--- config.mk ---
export PLATFORM = sky130hd
export DESIGN_NAME = alu_arbiter_flat
export DESIGN_NICKNAME = d
export VERILOG_FILES = /design/src/rtl/alu_arbiter_pkg.sv /design/src/rtl/alu_arbiter_if.sv /design/src/rtl/alu_arbiter_rr_arb2.sv /design/src/rtl/alu_arbiter.sv /design/src/flat_wrapper.sv
export SDC_FILE = /design/constraint.sdc
export NUM_CORES = 1
export LEC_CHECK = 0
export CORE_ASPECT_RATIO = 1.5
export CORE_MARGIN = 2
export CORE_UTILIZATION = 29
export CTS_CLUSTER_DIAMETER = 60
export DETAILED_ROUTE_END_ITERATION = 8
export PLACE_DENSITY = 0.95
export RECOVER_POWER = 100
export SLEW_MARGIN = 20
export SYNTH_ARGS = -nofsm -noshare
export SYNTH_HDL_FRONTEND = slang
export SYNTH_HIERARCHICAL = 1
export SYNTH_SLANG_ARGS = --single-unit
--- constraint.sdc ---
create_clock -name clk -period 2.8 [get_ports clk]
set_clock_uncertainty 0.1 [all_clocks]
set_input_delay 0.28 -clock clk [delete_from_list [all_inputs] [get_ports clk]]
set_output_delay 0.28 -clock clk [all_outputs]
set_load 0.03 [all_outputs]
--- src/rtl/alu_arbiter_pkg.sv ---
`default_nettype none
// ============================================================================
// Module : alu_arbiter_pkg
// Brief  : Shared ALU opcodes, arbiter state encoding and owner-mask helper
//          used by the ALU arbiter, its interface and its testbench.
// Rev    : 1.0  initial release
// ============================================================================
package alu_arbiter_pkg;

    localparam int OPID_WIDTH = 4;

    // ALU opcodes. NOP sits on an unused code so the ALU falls into its
    // default branch and holds out/z/c.
    localparam logic [OPID_WIDTH-1:0] ALU_OP_ADD = 4'd0;
    localparam logic [OPID_WIDTH-1:0] ALU_OP_ADC = 4'd1;
    localparam logic [OPID_WIDTH-1:0] ALU_OP_SUB = 4'd2;
    localparam logic [OPID_WIDTH-1:0] ALU_OP_SBC = 4'd3;
    localparam logic [OPID_WIDTH-1:0] ALU_OP_AND = 4'd4;
    localparam logic [OPID_WIDTH-1:0] ALU_OP_OR  = 4'd5;
    localparam logic [OPID_WIDTH-1:0] ALU_OP_XOR = 4'd6;
    localparam logic [OPID_WIDTH-1:0] ALU_OP_RLC = 4'd7;
    localparam logic [OPID_WIDTH-1:0] ALU_OP_RRC = 4'd8;
    localparam logic [OPID_WIDTH-1:0] ALU_OP_NOP = 4'd15;

    typedef enum logic [1:0] {
        ST_FREE = 2'd0,
        ST_OWN0 = 2'd1,
        ST_OWN1 = 2'd2
    } arb_state_e;

    // Ports allowed to be granted in a given state (bit N = port N).
    function automatic logic [1:0] owner_mask(input arb_state_e s);
        logic [1:0] m;
        case (s)
            ST_OWN0: m = 2'b01;
            ST_OWN1: m = 2'b10;
            default: m = 2'b11;
        endcase
        return m;
    endfunction

endpackage
`default_nettype wire

--- src/rtl/alu_arbiter_if.sv ---
`default_nettype none
// ============================================================================
// Module : alu_arbiter_if
// Brief  : Bundle of the two requester channels, the two response channels,
//          the shared-ALU connection and the sticky lock-timeout flag.
//          slave  : arbiter side
//          master : requesters / ALU / environment side
// Rev    : 1.0  initial release
// ============================================================================
interface alu_arbiter_if #(
    parameter int BITS   = 16,
    parameter int OPID_W = alu_arbiter_pkg::OPID_WIDTH
);
    // requester 0 / 1
    logic              req0_valid, req0_ready, req0_lock;
    logic [OPID_W-1:0] req0_op_id;
    logic [BITS-1:0]   req0_op1, req0_op2;
    logic              req1_valid, req1_ready, req1_lock;
    logic [OPID_W-1:0] req1_op_id;
    logic [BITS-1:0]   req1_op1, req1_op2;
    // responses
    logic              resp0_valid, resp0_z, resp0_c;
    logic [BITS-1:0]   resp0_out;
    logic              resp1_valid, resp1_z, resp1_c;
    logic [BITS-1:0]   resp1_out;
    // shared ALU
    logic [OPID_W-1:0] alu_op_id;
    logic [BITS-1:0]   alu_op1, alu_op2, alu_out;
    logic              alu_z, alu_c;
    // status
    logic              lock_tmo;

    modport slave (
        input  req0_valid, req0_lock, req0_op_id, req0_op1, req0_op2,
        input  req1_valid, req1_lock, req1_op_id, req1_op1, req1_op2,
        output req0_ready, req1_ready,
        output resp0_valid, resp0_out, resp0_z, resp0_c,
        output resp1_valid, resp1_out, resp1_z, resp1_c,
        output alu_op_id, alu_op1, alu_op2,
        input  alu_out, alu_z, alu_c,
        output lock_tmo
    );

    modport master (
        output req0_valid, req0_lock, req0_op_id, req0_op1, req0_op2,
        output req1_valid, req1_lock, req1_op_id, req1_op1, req1_op2,
        input  req0_ready, req1_ready,
        input  resp0_valid, resp0_out, resp0_z, resp0_c,
        input  resp1_valid, resp1_out, resp1_z, resp1_c,
        input  alu_op_id, alu_op1, alu_op2,
        output alu_out, alu_z, alu_c,
        input  lock_tmo
    );
endinterface
`default_nettype wire

--- src/rtl/alu_arbiter_rr_arb2.sv ---
`default_nettype none
// ============================================================================
// Module : rr_arb2
// Brief  : Two-way round-robin grant. Only ports enabled by mask_i compete;
//          on a tie the port that did not win last time is granted.
// Ports  : valid_i      requests (bit N = port N)
//          last_grant_i port granted most recently
//          mask_i       ports eligible in the current arbiter state
//          grant_o      one-hot (or zero) grant
// Rev    : 1.0  initial release
// ============================================================================
module rr_arb2 (
    input  logic [1:0] valid_i,
    input  logic       last_grant_i,
    input  logic [1:0] mask_i,
    output logic [1:0] grant_o
);
    logic [1:0] w_elig;

    assign w_elig = valid_i & mask_i;

    always_comb begin
        grant_o = w_elig;
        if (&w_elig) begin
            grant_o = last_grant_i ? 2'b01 : 2'b10;
        end
    end
endmodule
`default_nettype wire

--- src/rtl/alu_arbiter.sv ---
`default_nettype none
// ============================================================================
// Module : alu_arbiter
// Brief  : Shares one registered ALU between two requesters with round-robin
//          arbitration and a carry-chain lock. Issue is combinational; the
//          response is returned to the issuing port one cycle later.
// Ports  : clk    clock, posedge
//          reset  asynchronous, active-high
//          bus    alu_arbiter_if.slave: request/response channels, ALU
//                 connection and sticky lock_tmo flag
// Params : BITS      datapath width
//          LOCK_TMO  owner idle cycles before a lock is forced free (0=never)
// Rev    : 1.0  initial release
// ============================================================================
module alu_arbiter
    import alu_arbiter_pkg::*;
#(
    parameter int BITS     = 16,
    parameter int LOCK_TMO = 64
) (
    input  logic          clk,
    input  logic          reset,
    alu_arbiter_if.slave  bus
);
    localparam int              CNT_W   = (LOCK_TMO > 0) ? $clog2(LOCK_TMO + 1) : 1;
    localparam logic [CNT_W:0]  TMO_LIM = (CNT_W + 1)'(LOCK_TMO);

    arb_state_e       state_q, state_d;
    logic             last_grant_q, last_grant_d;
    logic             resp_pending_q, resp_owner_q;
    logic             lock_tmo_q, lock_tmo_d;
    logic [CNT_W-1:0] cnt_q, cnt_d;

    logic [1:0]            w_valid, w_grant_raw, w_grant;
    logic                  w_issue, w_issue_port, w_issue_lock;
    logic                  w_owner_idle, w_tmo_hit;
    logic [OPID_WIDTH-1:0] w_op_id;
    logic [BITS-1:0]       w_op1, w_op2;

    assign w_valid = {bus.req1_valid, bus.req0_valid};

    rr_arb2 u_rr_arb2 (
        .valid_i      (w_valid),
        .last_grant_i (last_grant_q),
        .mask_i       (owner_mask(state_q)),
        .grant_o      (w_grant_raw)
    );

    // Nothing is accepted while reset is held, so ready reads 0 in reset.
    assign w_grant      = reset ? 2'b00 : w_grant_raw;
    assign w_issue      = |w_grant;
    assign w_issue_port = w_grant[1];
    assign w_issue_lock = w_grant[1] ? bus.req1_lock : bus.req0_lock;

    assign bus.req0_ready = w_grant[0];
    assign bus.req1_ready = w_grant[1];

    // With no grant the ALU sees NOP and keeps out/z/c untouched.
    always_comb begin
        w_op_id = ALU_OP_NOP;
        w_op1   = '0;
        w_op2   = '0;
        if (w_grant[0]) begin
            w_op_id = bus.req0_op_id;
            w_op1   = bus.req0_op1;
            w_op2   = bus.req0_op2;
        end else if (w_grant[1]) begin
            w_op_id = bus.req1_op_id;
            w_op1   = bus.req1_op1;
            w_op2   = bus.req1_op2;
        end
    end

    assign bus.alu_op_id = w_op_id;
    assign bus.alu_op1   = w_op1;
    assign bus.alu_op2   = w_op2;

    assign w_owner_idle = ((state_q == ST_OWN0) && !bus.req0_valid) ||
                          ((state_q == ST_OWN1) && !bus.req1_valid);

    // Fires on the idle cycle whose increment would reach LOCK_TMO, so the
    // other port can be granted on the very next idle cycle.
    assign w_tmo_hit = (LOCK_TMO != 0) && w_owner_idle &&
                       (({1'b0, cnt_q} + 1'b1) == TMO_LIM);

    always_comb begin
        state_d      = state_q;
        last_grant_d = last_grant_q;
        cnt_d        = cnt_q;
        lock_tmo_d   = lock_tmo_q;
        if (w_issue) begin
            last_grant_d = w_issue_port;
            cnt_d        = '0;
            if (w_issue_lock) begin
                state_d = w_issue_port ? ST_OWN1 : ST_OWN0;
            end else begin
                state_d = ST_FREE;
            end
        end else if (w_tmo_hit) begin
            state_d    = ST_FREE;
            cnt_d      = '0;
            lock_tmo_d = 1'b1;
        end else if (w_owner_idle) begin
            cnt_d = cnt_q + 1'b1;
        end
    end

    always_ff @(posedge clk or posedge reset) begin
        if (reset) begin
            state_q        <= ST_FREE;
            last_grant_q   <= 1'b1;
            resp_pending_q <= 1'b0;
            resp_owner_q   <= 1'b0;
            lock_tmo_q     <= 1'b0;
            cnt_q          <= '0;
        end else begin
            state_q        <= state_d;
            last_grant_q   <= last_grant_d;
            resp_pending_q <= w_issue;
            resp_owner_q   <= w_issue_port;
            lock_tmo_q     <= lock_tmo_d;
            cnt_q          <= cnt_d;
        end
    end

    // The ALU registered the op at the end of the issue cycle; its outputs
    // now belong to whoever issued.
    assign bus.resp0_valid = resp_pending_q && !resp_owner_q;
    assign bus.resp1_valid = resp_pending_q &&  resp_owner_q;
    assign bus.resp0_out   = bus.alu_out;
    assign bus.resp0_z     = bus.alu_z;
    assign bus.resp0_c     = bus.alu_c;
    assign bus.resp1_out   = bus.alu_out;
    assign bus.resp1_z     = bus.alu_z;
    assign bus.resp1_c     = bus.alu_c;
    assign bus.lock_tmo    = lock_tmo_q;
endmodule
`default_nettype wire
--- src/flat_wrapper.sv ---
// flat-port wrapper written by rule: the top's interface ports become plain ports
module alu_arbiter_flat import alu_arbiter_pkg::*;
#(
    parameter int BITS     = 16,
    parameter int LOCK_TMO = 64
)
  (clk, reset, bus_req0_valid, bus_req0_lock, bus_req0_op_id, bus_req0_op1, bus_req0_op2, bus_req1_valid, bus_req1_lock, bus_req1_op_id, bus_req1_op1, bus_req1_op2, bus_req0_ready, bus_req1_ready, bus_resp0_valid, bus_resp0_out, bus_resp0_z, bus_resp0_c, bus_resp1_valid, bus_resp1_out, bus_resp1_z, bus_resp1_c, bus_alu_op_id, bus_alu_op1, bus_alu_op2, bus_alu_out, bus_alu_z, bus_alu_c, bus_lock_tmo);
  alu_arbiter_if #(.BITS(BITS)) bus_i ();
  input  logic clk;
  input  logic reset;
  input wire logic [$bits(bus_i.req0_valid)-1:0] bus_req0_valid;
  input wire logic [$bits(bus_i.req0_lock)-1:0] bus_req0_lock;
  input wire logic [$bits(bus_i.req0_op_id)-1:0] bus_req0_op_id;
  input wire logic [$bits(bus_i.req0_op1)-1:0] bus_req0_op1;
  input wire logic [$bits(bus_i.req0_op2)-1:0] bus_req0_op2;
  input wire logic [$bits(bus_i.req1_valid)-1:0] bus_req1_valid;
  input wire logic [$bits(bus_i.req1_lock)-1:0] bus_req1_lock;
  input wire logic [$bits(bus_i.req1_op_id)-1:0] bus_req1_op_id;
  input wire logic [$bits(bus_i.req1_op1)-1:0] bus_req1_op1;
  input wire logic [$bits(bus_i.req1_op2)-1:0] bus_req1_op2;
  output wire logic [$bits(bus_i.req0_ready)-1:0] bus_req0_ready;
  output wire logic [$bits(bus_i.req1_ready)-1:0] bus_req1_ready;
  output wire logic [$bits(bus_i.resp0_valid)-1:0] bus_resp0_valid;
  output wire logic [$bits(bus_i.resp0_out)-1:0] bus_resp0_out;
  output wire logic [$bits(bus_i.resp0_z)-1:0] bus_resp0_z;
  output wire logic [$bits(bus_i.resp0_c)-1:0] bus_resp0_c;
  output wire logic [$bits(bus_i.resp1_valid)-1:0] bus_resp1_valid;
  output wire logic [$bits(bus_i.resp1_out)-1:0] bus_resp1_out;
  output wire logic [$bits(bus_i.resp1_z)-1:0] bus_resp1_z;
  output wire logic [$bits(bus_i.resp1_c)-1:0] bus_resp1_c;
  output wire logic [$bits(bus_i.alu_op_id)-1:0] bus_alu_op_id;
  output wire logic [$bits(bus_i.alu_op1)-1:0] bus_alu_op1;
  output wire logic [$bits(bus_i.alu_op2)-1:0] bus_alu_op2;
  input wire logic [$bits(bus_i.alu_out)-1:0] bus_alu_out;
  input wire logic [$bits(bus_i.alu_z)-1:0] bus_alu_z;
  input wire logic [$bits(bus_i.alu_c)-1:0] bus_alu_c;
  output wire logic [$bits(bus_i.lock_tmo)-1:0] bus_lock_tmo;
  assign bus_i.req0_valid = bus_req0_valid;
  assign bus_i.req0_lock = bus_req0_lock;
  assign bus_i.req0_op_id = bus_req0_op_id;
  assign bus_i.req0_op1 = bus_req0_op1;
  assign bus_i.req0_op2 = bus_req0_op2;
  assign bus_i.req1_valid = bus_req1_valid;
  assign bus_i.req1_lock = bus_req1_lock;
  assign bus_i.req1_op_id = bus_req1_op_id;
  assign bus_i.req1_op1 = bus_req1_op1;
  assign bus_i.req1_op2 = bus_req1_op2;
  assign bus_req0_ready = bus_i.req0_ready;
  assign bus_req1_ready = bus_i.req1_ready;
  assign bus_resp0_valid = bus_i.resp0_valid;
  assign bus_resp0_out = bus_i.resp0_out;
  assign bus_resp0_z = bus_i.resp0_z;
  assign bus_resp0_c = bus_i.resp0_c;
  assign bus_resp1_valid = bus_i.resp1_valid;
  assign bus_resp1_out = bus_i.resp1_out;
  assign bus_resp1_z = bus_i.resp1_z;
  assign bus_resp1_c = bus_i.resp1_c;
  assign bus_alu_op_id = bus_i.alu_op_id;
  assign bus_alu_op1 = bus_i.alu_op1;
  assign bus_alu_op2 = bus_i.alu_op2;
  assign bus_i.alu_out = bus_alu_out;
  assign bus_i.alu_z = bus_alu_z;
  assign bus_i.alu_c = bus_alu_c;
  assign bus_lock_tmo = bus_i.lock_tmo;
  alu_arbiter #(.BITS(BITS), .LOCK_TMO(LOCK_TMO)) u_core (.clk(clk), .reset(reset), .bus(bus_i));
endmodule
# ---- Word level (Yosys, flattened, before mapping)
# Cells that the tools add are included.
dict set report word_totals {
  register_bits 13
  elab_cells 45
  in_bits 96
  out_inout_bits 77
}
dict set report classes {
  n_addsub 2
  reduce_logical 14
  n_eq_ne 3
  mux 18
  bitwise 2
}
# cell count
set ops {}
lappend ops {{$mux W16} 4}
lappend ops {{$mux W7} 3}
lappend ops {{$mux W2} 7}
lappend ops {{$add A7 B1 Y8 const B} 1}
lappend ops {{$eq A8 B7 Y1 const B} 1}
lappend ops {{$mux W4} 2}
lappend ops {{$add A7 B1 Y7 const B} 1}
lappend ops {{$logic_and A1 B1 Y1} 5}
lappend ops {{$pmux W2 S2} 1}
lappend ops {{$reduce_and A2 Y1} 2}
lappend ops {{$logic_not A1 Y1} 3}
lappend ops {{$reduce_bool A3 Y1} 1}
lappend ops {{$and A2 B2 Y2} 1}
lappend ops {{$eq A2 B1 Y1 const B} 1}
lappend ops {{$eq A2 B2 Y1 const B} 1}
lappend ops {{$reduce_bool A2 Y1} 1}
lappend ops {{$reduce_or A2 Y1} 1}
lappend ops {{$logic_or A1 B1 Y1} 1}
lappend ops {{$mux W1} 1}
lappend ops {{$not A1 Y1} 1}

# ---- Depth between registers and ports, before layout
# Gate-level depths: netlist of run 1.
dict set report logic_depth {
  word_depth 9
  depth_mapped 8
  depth_no_buf 8
}

# ---- By module
# Netlist of run 1, hierarchy kept.
# module instances seq_area_each_um2 area_each_um2 cells_per_inst
set by_module_without_submodules {}
lappend by_module_without_submodules {alu_arbiter 1 326.6 1437.6 165}
lappend by_module_without_submodules {rr_arb2 1 0.0 20.0 3}

# ---- Worst setup path after synthesis of run 1
# No wires, ideal clock.
dict set report synth_timing {
  kind {flip-flop to output port}
  start {register u_core.state_q[1]}
  end {output port bus_alu_op1[10]}
  path_buffers 1
  required_time_ns 2.420
  slack_ns 0.434
  path_stages_with_launch 8
  t_arrival_ns 1.986
  path_cell_list {dfrtp_1 -> nand2b_1 -> nand2_1 -> o211a_1 -> nand2_1 -> inv_2 -> clkbuf_1 -> a22o_1}
}
dict set report synth_via {
  word_cells_on_any_way 9
  cone_classes {2 x eq/ne; 5 x mux; 1 x bitwise; 1 x reduce/logical}
}
# item line_no
set synth_rtl {}
lappend synth_rtl {{start, declared} alu_arbiter.sv:28} ;# arb_state_e state_q, state_d;
lappend synth_rtl {{start signal, assigned} alu_arbiter.sv:117} ;# state_q <= state_d;
lappend synth_rtl {{$eq A2 B2 Y1 or $eq A2 B1 Y1 (tied branches)} alu_arbiter_pkg.sv:34} ;# case (s)
lappend synth_rtl {{$pmux W2 S2 (*)} alu_arbiter_pkg.sv:34}
lappend synth_rtl {{$and A2 B2 Y2 (*)} alu_arbiter_rr_arb2.sv:20} ;# assign w_elig = valid_i & mask_i;
lappend synth_rtl {{$reduce_and A2 Y1} alu_arbiter_rr_arb2.sv:24} ;# if (&w_elig) begin
lappend synth_rtl {{$mux W2 (*)} alu_arbiter_rr_arb2.sv:24}
lappend synth_rtl {{via u_core.w_grant_raw[0]} alu_arbiter.sv:34} ;# logic [1:0] w_valid, w_grant_raw, w_grant;
lappend synth_rtl {{$mux W2 (*)} alu_arbiter.sv:50} ;# assign w_grant = reset ? 2'b00 : w_grant_raw;
lappend synth_rtl {{via bus_req0_ready} flat_wrapper.sv:21} ;# output wire logic [$bits(bus_i.req0_ready)-1:0] bus_req0_ready;
lappend synth_rtl {{$mux W16 (*)} alu_arbiter.sv:63} ;# if (w_grant[0]) begin
lappend synth_rtl {{end, declared} flat_wrapper.sv:32} ;# output wire logic [$bits(bus_i.alu_op1)-1:0] bus_alu_op1;
# Mark *: on every way through the listed nets, which the timed path passes. The rest lies on a longest branch.

# ---- Final worst setup path of run 1
dict set report layout_timing {
  start {register u_core.state_q[1]}
  end {output port bus_alu_op1[5]}
}
dict set report layout_via {
  word_cells_on_any_way 9
  cone_classes {2 x eq/ne; 5 x mux; 1 x bitwise; 1 x reduce/logical}
}
# item line_no
set layout_rtl {}
lappend layout_rtl {{$eq A2 B2 Y1 or $eq A2 B1 Y1 (tied branches)} alu_arbiter_pkg.sv:34}
lappend layout_rtl {{$pmux W2 S2 (*)} alu_arbiter_pkg.sv:34}
lappend layout_rtl {{$and A2 B2 Y2 (*)} alu_arbiter_rr_arb2.sv:20}
lappend layout_rtl {{$reduce_and A2 Y1} alu_arbiter_rr_arb2.sv:24}
lappend layout_rtl {{$mux W2 (*)} alu_arbiter_rr_arb2.sv:24}
lappend layout_rtl {{via u_core.w_grant_raw[0]} alu_arbiter.sv:34}
lappend layout_rtl {{$mux W2 (*)} alu_arbiter.sv:50}
lappend layout_rtl {{$mux W16 (*)} alu_arbiter.sv:63}
# Marks and branches as above.

==> impl_metrics.env, run 1 <==
export IMPL_rsz0062_at_grt="no"
export IMPL_p_sw_mw=0.649
export IMPL_ioPinCount=173
export IMPL_synthesis_area_mm2=0.00146
export IMPL_vias=1635
export IMPL_drv_cap=0
export IMPL_synthCells=168
export IMPL_avgSynthCellArea_um2=8.68
export IMPL_setup_violations=0
export IMPL_synth_edf_count=0
export IMPL_dieWidth_um=61.9
export IMPL_synth_seq_cells=13
export IMPL_clockPowerShare_pct=12.5
export IMPL_drv_slew=0
export IMPL_layout_cells_non_filler=319
export IMPL_ant_nets=0
export IMPL_arrival_ns=2.28
export IMPL_maxSlewHeadroom_pct=50.6
export IMPL_row_count=31
export IMPL_die_y_um=90.8
export IMPL_powerDensity_mw_per_mm2=581
export IMPL_synth_yosys_seq_area_share_pct=22.4
export IMPL_clk_latency_ns=0.24
export IMPL_drive_above_1_share_pct=19.0
export IMPL_tightest_slew_ns=0.740
export IMPL_mappedNetlistNets=266
export IMPL_grt_first_pass_wirelength_um=7900
export IMPL_first_iter_violations=105
export IMPL_endpoint_kind="output pin"
export IMPL_cts_resized=0
export IMPL_worstSetupPathType="register to output pin"
export IMPL_dp_cells=315
export IMPL_nNetsFinal=352
export IMPL_synth_flop_cell="dfrtp_1"
export IMPL_hold_buffers=0
export IMPL_cts_buffers_inserted=3
export IMPL_ir_drop_mv=0.208
export IMPL_swShare_pct=47.9
export IMPL_fmax_mhz=376
export IMPL_root_buffer="clkbuf_8"
export IMPL_p_int_mw=0.706
export IMPL_drcViolationCount=0
export IMPL_gp_congestion=0.936
export IMPL_sequentialPowerShare_pct=22.1
export IMPL_fin_crit_sh_pct=94.9
export IMPL_grt_pass1_vias=1606
export IMPL_grt_max_degree=35
export IMPL_areaGrowthSynthToFinish_pct=60.1
export IMPL_clockBufferDepth=2
export IMPL_grtUsageTotal_pct=18.6
export IMPL_final_cell_mix="clkdlybuf4s50_1, a22o_1, clkbuf_2, dfrtp_1"
export IMPL_hold_class="register to register"
export IMPL_p_leak_nw=1.05
export IMPL_final_common_cell="clkdlybuf4s50_1"
export IMPL_gr_total_overflow=0
export IMPL_wl_per_cell_um=16.8
export IMPL_clkSlewWorstSetupHoldPaths_ns=0.06
export IMPL_worst_slack_ns=0.142
export IMPL_clock_sinks=13
export IMPL_routed_wl_um=5370
export IMPL_worstPathRequired_ns=2.42
export IMPL_synth_cell_types=42
export IMPL_status="completed"
export IMPL_pre_cts_slack_ns=0.131
export IMPL_dp_hpwl_um=4490
export IMPL_final_hold_violation_count=0
export IMPL_async_flop_share_pct=100
export IMPL_die_area_mm2=0.00562
export IMPL_portBuffers=118
export IMPL_setup_tns_ns=0
export IMPL_n_antenna_cell=0
export IMPL_cp_max_fo=34
export IMPL_initial_core_util_pct=30.1
export IMPL_fp_coreArea_mm2=0.00485
export IMPL_antenna_found_initial=0
export IMPL_cts_setup_buffers=0
export IMPL_routed_via_density=5.13
export IMPL_htree_levels=1
export IMPL_drt_pass1_iter_count=4
export IMPL_cp_start_kind="register"
export IMPL_combPwrFrac_pct=65.4
export IMPL_post_route_min_period_ns=2.66
export IMPL_hold_slack_ns=0.371
export IMPL_ys_warn_count=6
export IMPL_cts_tree="done"
power groups by stage:
| stage | Sequential, mW | Clock (mW) | Combinational [mW] |
|---|---|---|---|
| after CTS | 0.297 | 0.172 | 0.965 |
| after detailed placement | 0.300 | 0 | 0.957 |
| after floorplan | 0.278 | 0 | 0.682 |
| final | 0.300 | 0.169 | 0.887 |
| after global routing | 0.306 | 0.188 | 0.940 |
| after global placement | 0.295 | 0 | 0.937 |
layout make-up:
| class | count | area [um^2] |
|---|---|---|
| inverter | 5 | 18.8 |
| sequential | 13 | 327 |
| timing repair buffer | 124 | 1040 |
| fill | 485 | 2510 |
| tap | 66 | 82.6 |
| multi-input combinational | 107 | 817 |
| clock buffer | 4 | 45.0 |
routing by layer:
layer	GRT usage [%]	part of all wire (%)	up-vias
li1	-	-	761
met1	22.6	36	749
met2	30.7	51	100
met3	4.73	10	25
met4	6.03	2.6	0
met5	0	0	-
kinds of logic (layout without fill, tap and decap cells):
logic type | after synthesis | after routing | share of synthesized area [%]
AOI/OAI and AO/OA | 57 | 57 | 33.6
xor gates and xnor gates | 7 | 7 | 4.21
adders and majority gates | 2 | 2 | 1.72
buffers and inverters | 48 | 133 | 21.7
DFF | 13 | 13 | 22.4
and+or+nand+nor | 41 | 41 | 16.3
synthesized netlist by cell type, types with 2 or more instances:
library cell | instances | area [um^2]
a211oi_1 | 2 | 15.0
a22o_1 | 32 | 280
a31oi_1 | 2 | 12.5
buf_4 | 36 | 270
clkbuf_1 | 6 | 22.5
dfrtp_1 | 12 | 300
ha_1 | 2 | 25.0
inv_1 | 3 | 11.3
inv_2 | 2 | 7.51
nand2_1 | 9 | 33.8
nand2b_1 | 3 | 18.8
nand3_1 | 9 | 45.0
nor2_1 | 6 | 22.5
nor2b_1 | 3 | 18.8
nor3b_1 | 2 | 15.0
o211a_1 | 2 | 20.0
o21ai_0 | 2 | 10.0
o21ai_1 | 2 | 10.0
o22a_1 | 4 | 35.0
o31ai_1 | 2 | 15.0
xnor2_1 | 5 | 43.8
xor2_1 | 2 | 17.5
critical path, cell delays in order, from the launching register on:
cell and delay (ns):
dfrtp_1 0.45, nand2b_1 0.17, nand2_1 0.08, o211a_1 0.21
nand2_1 0.21, inv_2 0.46, a22o_1 0.24, clkbuf_2 0.21
sequential cells by signal, summed over array words and instances (netlist names):
register,flops
u_core/state_q,2
u_core/resp_owner_q,1
u_core/last_grant_q,1
u_core/bus.lock_tmo,1
u_core/cnt_q,7
u_core/resp_pending_q,1
through the flow:
stage               instance area, um^2  power (mW)  util (%)
floorplan                          1460       0.960         -
finish                             2330        1.35      48.1
detailed placement                 2400        1.26      49.5
global placement                   2400        1.23      49.5
CTS                                2450        1.43      50.5
global route                       2330        1.43      48.1
final timing paths:
kind                                     startpoint                  end  slack [ns]  depth (start not counted)
worst max-delay path              u_core/state_q[1]       bus_alu_op1[5]        0.14                          7
worst min-delay path            u_core/bus.lock_tmo  u_core/bus.lock_tmo        0.37                          1
worst max register to register    u_core/state_q[1]    u_core/state_q[0]        0.67                          8
worst min register to register  u_core/bus.lock_tmo  u_core/bus.lock_tmo        0.37                          1
max in group asynchronous                     reset      u_core/cnt_q[2]        1.49                          3
min in group asynchronous                     reset    u_core/state_q[0]        0.65                          3
No activity file was read; power rests on OpenSTA's default activity.
==> run 2: changes to the inputs <==
CTS_CLUSTER_DIAMETER = unset   (was 60)
MAX_ROUTING_LAYER = met4   (was unset)
==> impl_metrics.env, run 2 (same netlist as run 1, synthesis figures left out) <==
export IMPL_grt_max_degree=35
export IMPL_r2r_slack_ns=0.70
export IMPL_antenna_found_initial=0
export IMPL_p_sw_mw=0.659
export IMPL_critical_path_top_delay_family="buffers and inverters"
export IMPL_drv_slew=0
export IMPL_worstPathRequired_ns=2.42
export IMPL_largest_register="u_core/cnt_q"
export IMPL_reg_largest_list="u_core/cnt_q (7), u_core/state_q (2)"
export IMPL_drcViolationCount=0
export IMPL_wl_per_cell_um=17.2
export IMPL_grtUsageTotal_pct=19.8
export IMPL_initial_core_util_pct=30.1
export IMPL_setup_tns_ns=0
export IMPL_final_common_cell="clkdlybuf4s50_1"
export IMPL_p_leak_nw=1.07
export IMPL_portBuffers=118
export IMPL_cts_tree="done"
export IMPL_critPathSlowestCell="clkdlybuf4s50_1"
export IMPL_worstReg2RegEnd="u_core/state_q[0]"
export IMPL_p_int_mw=0.758
export IMPL_status="completed"
export IMPL_root_buffer="clkbuf_8"
export IMPL_grt_first_pass_wirelength_um=8160
export IMPL_min_to="u_core/last_grant_q"
export IMPL_vias=1654
export IMPL_clk_latency_ns=0.24
export IMPL_nNetsFinal=351
export IMPL_path_buf_inv=2
export IMPL_drive_above_1_share_pct=18.7
export IMPL_path_cells="or2b_1 > a31oi_1 > nand2b_1 > inv_1 > clkdlybuf4s50_1"
export IMPL_drv_cap=0
export IMPL_ir_drop_mv=0.207
export IMPL_final_util_pct=50.0
export IMPL_dieWidth_um=61.9
export IMPL_maxSlewHeadroom_pct=50.4
export IMPL_htree_levels=1
export IMPL_regToRegStartpoint="u_core/state_q[1]"
export IMPL_powerDensity_mw_per_mm2=585
export IMPL_setup_violations=0
export IMPL_ant_nets=0
export IMPL_cp_max_fo=8
export IMPL_hold_class="register to register"
export IMPL_seq_area_um2=327
export IMPL_rsz0062_at_grt="no"
export IMPL_power_mw=1.42
export IMPL_cts_buffers_inserted=3
export IMPL_grt_pass1_vias=1654
export IMPL_gr_total_overflow=0
export IMPL_worstSetupPathType="register to output pin"
export IMPL_fp_coreArea_mm2=0.00485
export IMPL_worst_slack_ns=0.173
export IMPL_hold_buffers=0
export IMPL_multi_input_area_um2=817
export IMPL_routed_wl_um=5470
export IMPL_clkSlewWorstSetupHoldPaths_ns=0.05
export IMPL_combPwrFrac_pct=67.0
export IMPL_clockBufferDepth=2
export IMPL_fillers=444
export IMPL_largest_register_ffs=7
export IMPL_row_count=31
export IMPL_routed_via_density=5.20
export IMPL_endpoint_kind="output pin"
export IMPL_hp_start="u_core/last_grant_q"
export IMPL_n_antenna_cell=0
export IMPL_fmax_mhz=381
export IMPL_final_hold_violation_count=0
export IMPL_fin_crit_sh_pct=93.8
export IMPL_hold_slack_ns=0.370
export IMPL_ioPinCount=173
export IMPL_tightest_slew_ns=0.743
export IMPL_cts_setup_buffers=0
export IMPL_pre_cts_slack_ns=0.0603
export IMPL_first_iter_violations=127
export IMPL_die_y_um=90.8
export IMPL_cp_start_kind="register"
export IMPL_gp_congestion=0.934
export IMPL_hold_depth=2
export IMPL_final_cell_mix="clkdlybuf4s50_1, a22o_1, buf_4, dfrtp_1"
export IMPL_die_area_mm2=0.00562
export IMPL_sequentialPowerShare_pct=21.0
export IMPL_dp_hpwl_um=4440
export IMPL_arrival_ns=2.25
export IMPL_clock_sinks=13
export IMPL_post_route_min_period_ns=2.63
export IMPL_areaGrowthSynthToFinish_pct=66.3
export IMPL_slowest_delay_ns=0.69
export IMPL_r2r_cells=8
export IMPL_drt_pass1_iter_count=4
export IMPL_swShare_pct=46.5
export IMPL_clockPowerShare_pct=12.0
## run 2: worst max-delay path by stage
stage	start	end	slack, ns	cells after the start
5_1_grt	u_core/state_q[1]	bus_alu_op1[6]	0.006	7
3_3_place_gp	bus_req1_valid	bus_alu_op_id[2]	0.14	8
6_report	u_core/state_q[1]	bus_req1_ready	0.17	5
4_1_cts	u_core/state_q[1]	bus_alu_op1[0]	0.19	7
3_5_place_dp	bus_req1_valid	bus_alu_op_id[1]	0.06	8
2_1_floorplan	u_core/state_q[1]	bus_alu_op1[10]	0.43	7
## run 2: worst reg2reg max path, stage by stage (launching register included)
cell,delay (ns)
dfrtp_1,0.44
nand2b_1,0.17
nand2_1,0.08
o211a_1,0.21
nand2_1,0.20
inv_2,0.45
a21o_1,0.13
o21ai_0,0.07
a31oi_1,0.16
## run 2: power groups by stage
stage                     registers, mW  clock network [mW]  logic (mW)
final                             0.298               0.170       0.949
after global routing              0.307               0.183        1.00
after CTS                         0.296               0.170       0.953
after detailed placement          0.298                   0       0.951
after global placement            0.296                   0       0.935
after floorplan                   0.278                   0       0.682
## run 2: routing by layer
layer | GRT usage [%] | up-vias | wire (um)
met5 | - | - | 0
met4 | 6.03 | 0 | 145
met3 | 6.59 | 25 | 692
met2 | 33.0 | 126 | 2740
met1 | 21.6 | 743 | 1900
li1 | - | 760 | -
## run 2: per-stage QoR
| step | instance area [um^2] | cells |
|---|---|---|
| 3_3_place_gp | 2390 | 314 |
| 6_report | 2420 | 318 |
| 3_5_place_dp | 2390 | 314 |
| 5_1_grt | 2420 | 318 |
| 4_1_cts | 2430 | 318 |
| 2_1_floorplan | 1460 | 168 |
## run 2: area by class of cell
class / instances / share of cell area [%]
timing repair buffer: 123 / 46.8
multi-input combinational: 107 / 33.7
sequential: 13 / 13.5
tap: 66 / 3.41
clock buffer: 4 / 1.86
inverter: 5 / 0.774
## run 2: timing repair
| item | 4_1_cts | 5_1_grt |
|---|---|---|
| endpoints found under the setup margin | 4 | 0 |
| hold endpoints to repair | 0 | 0 |
| gates resized for setup | 4 | 0 |
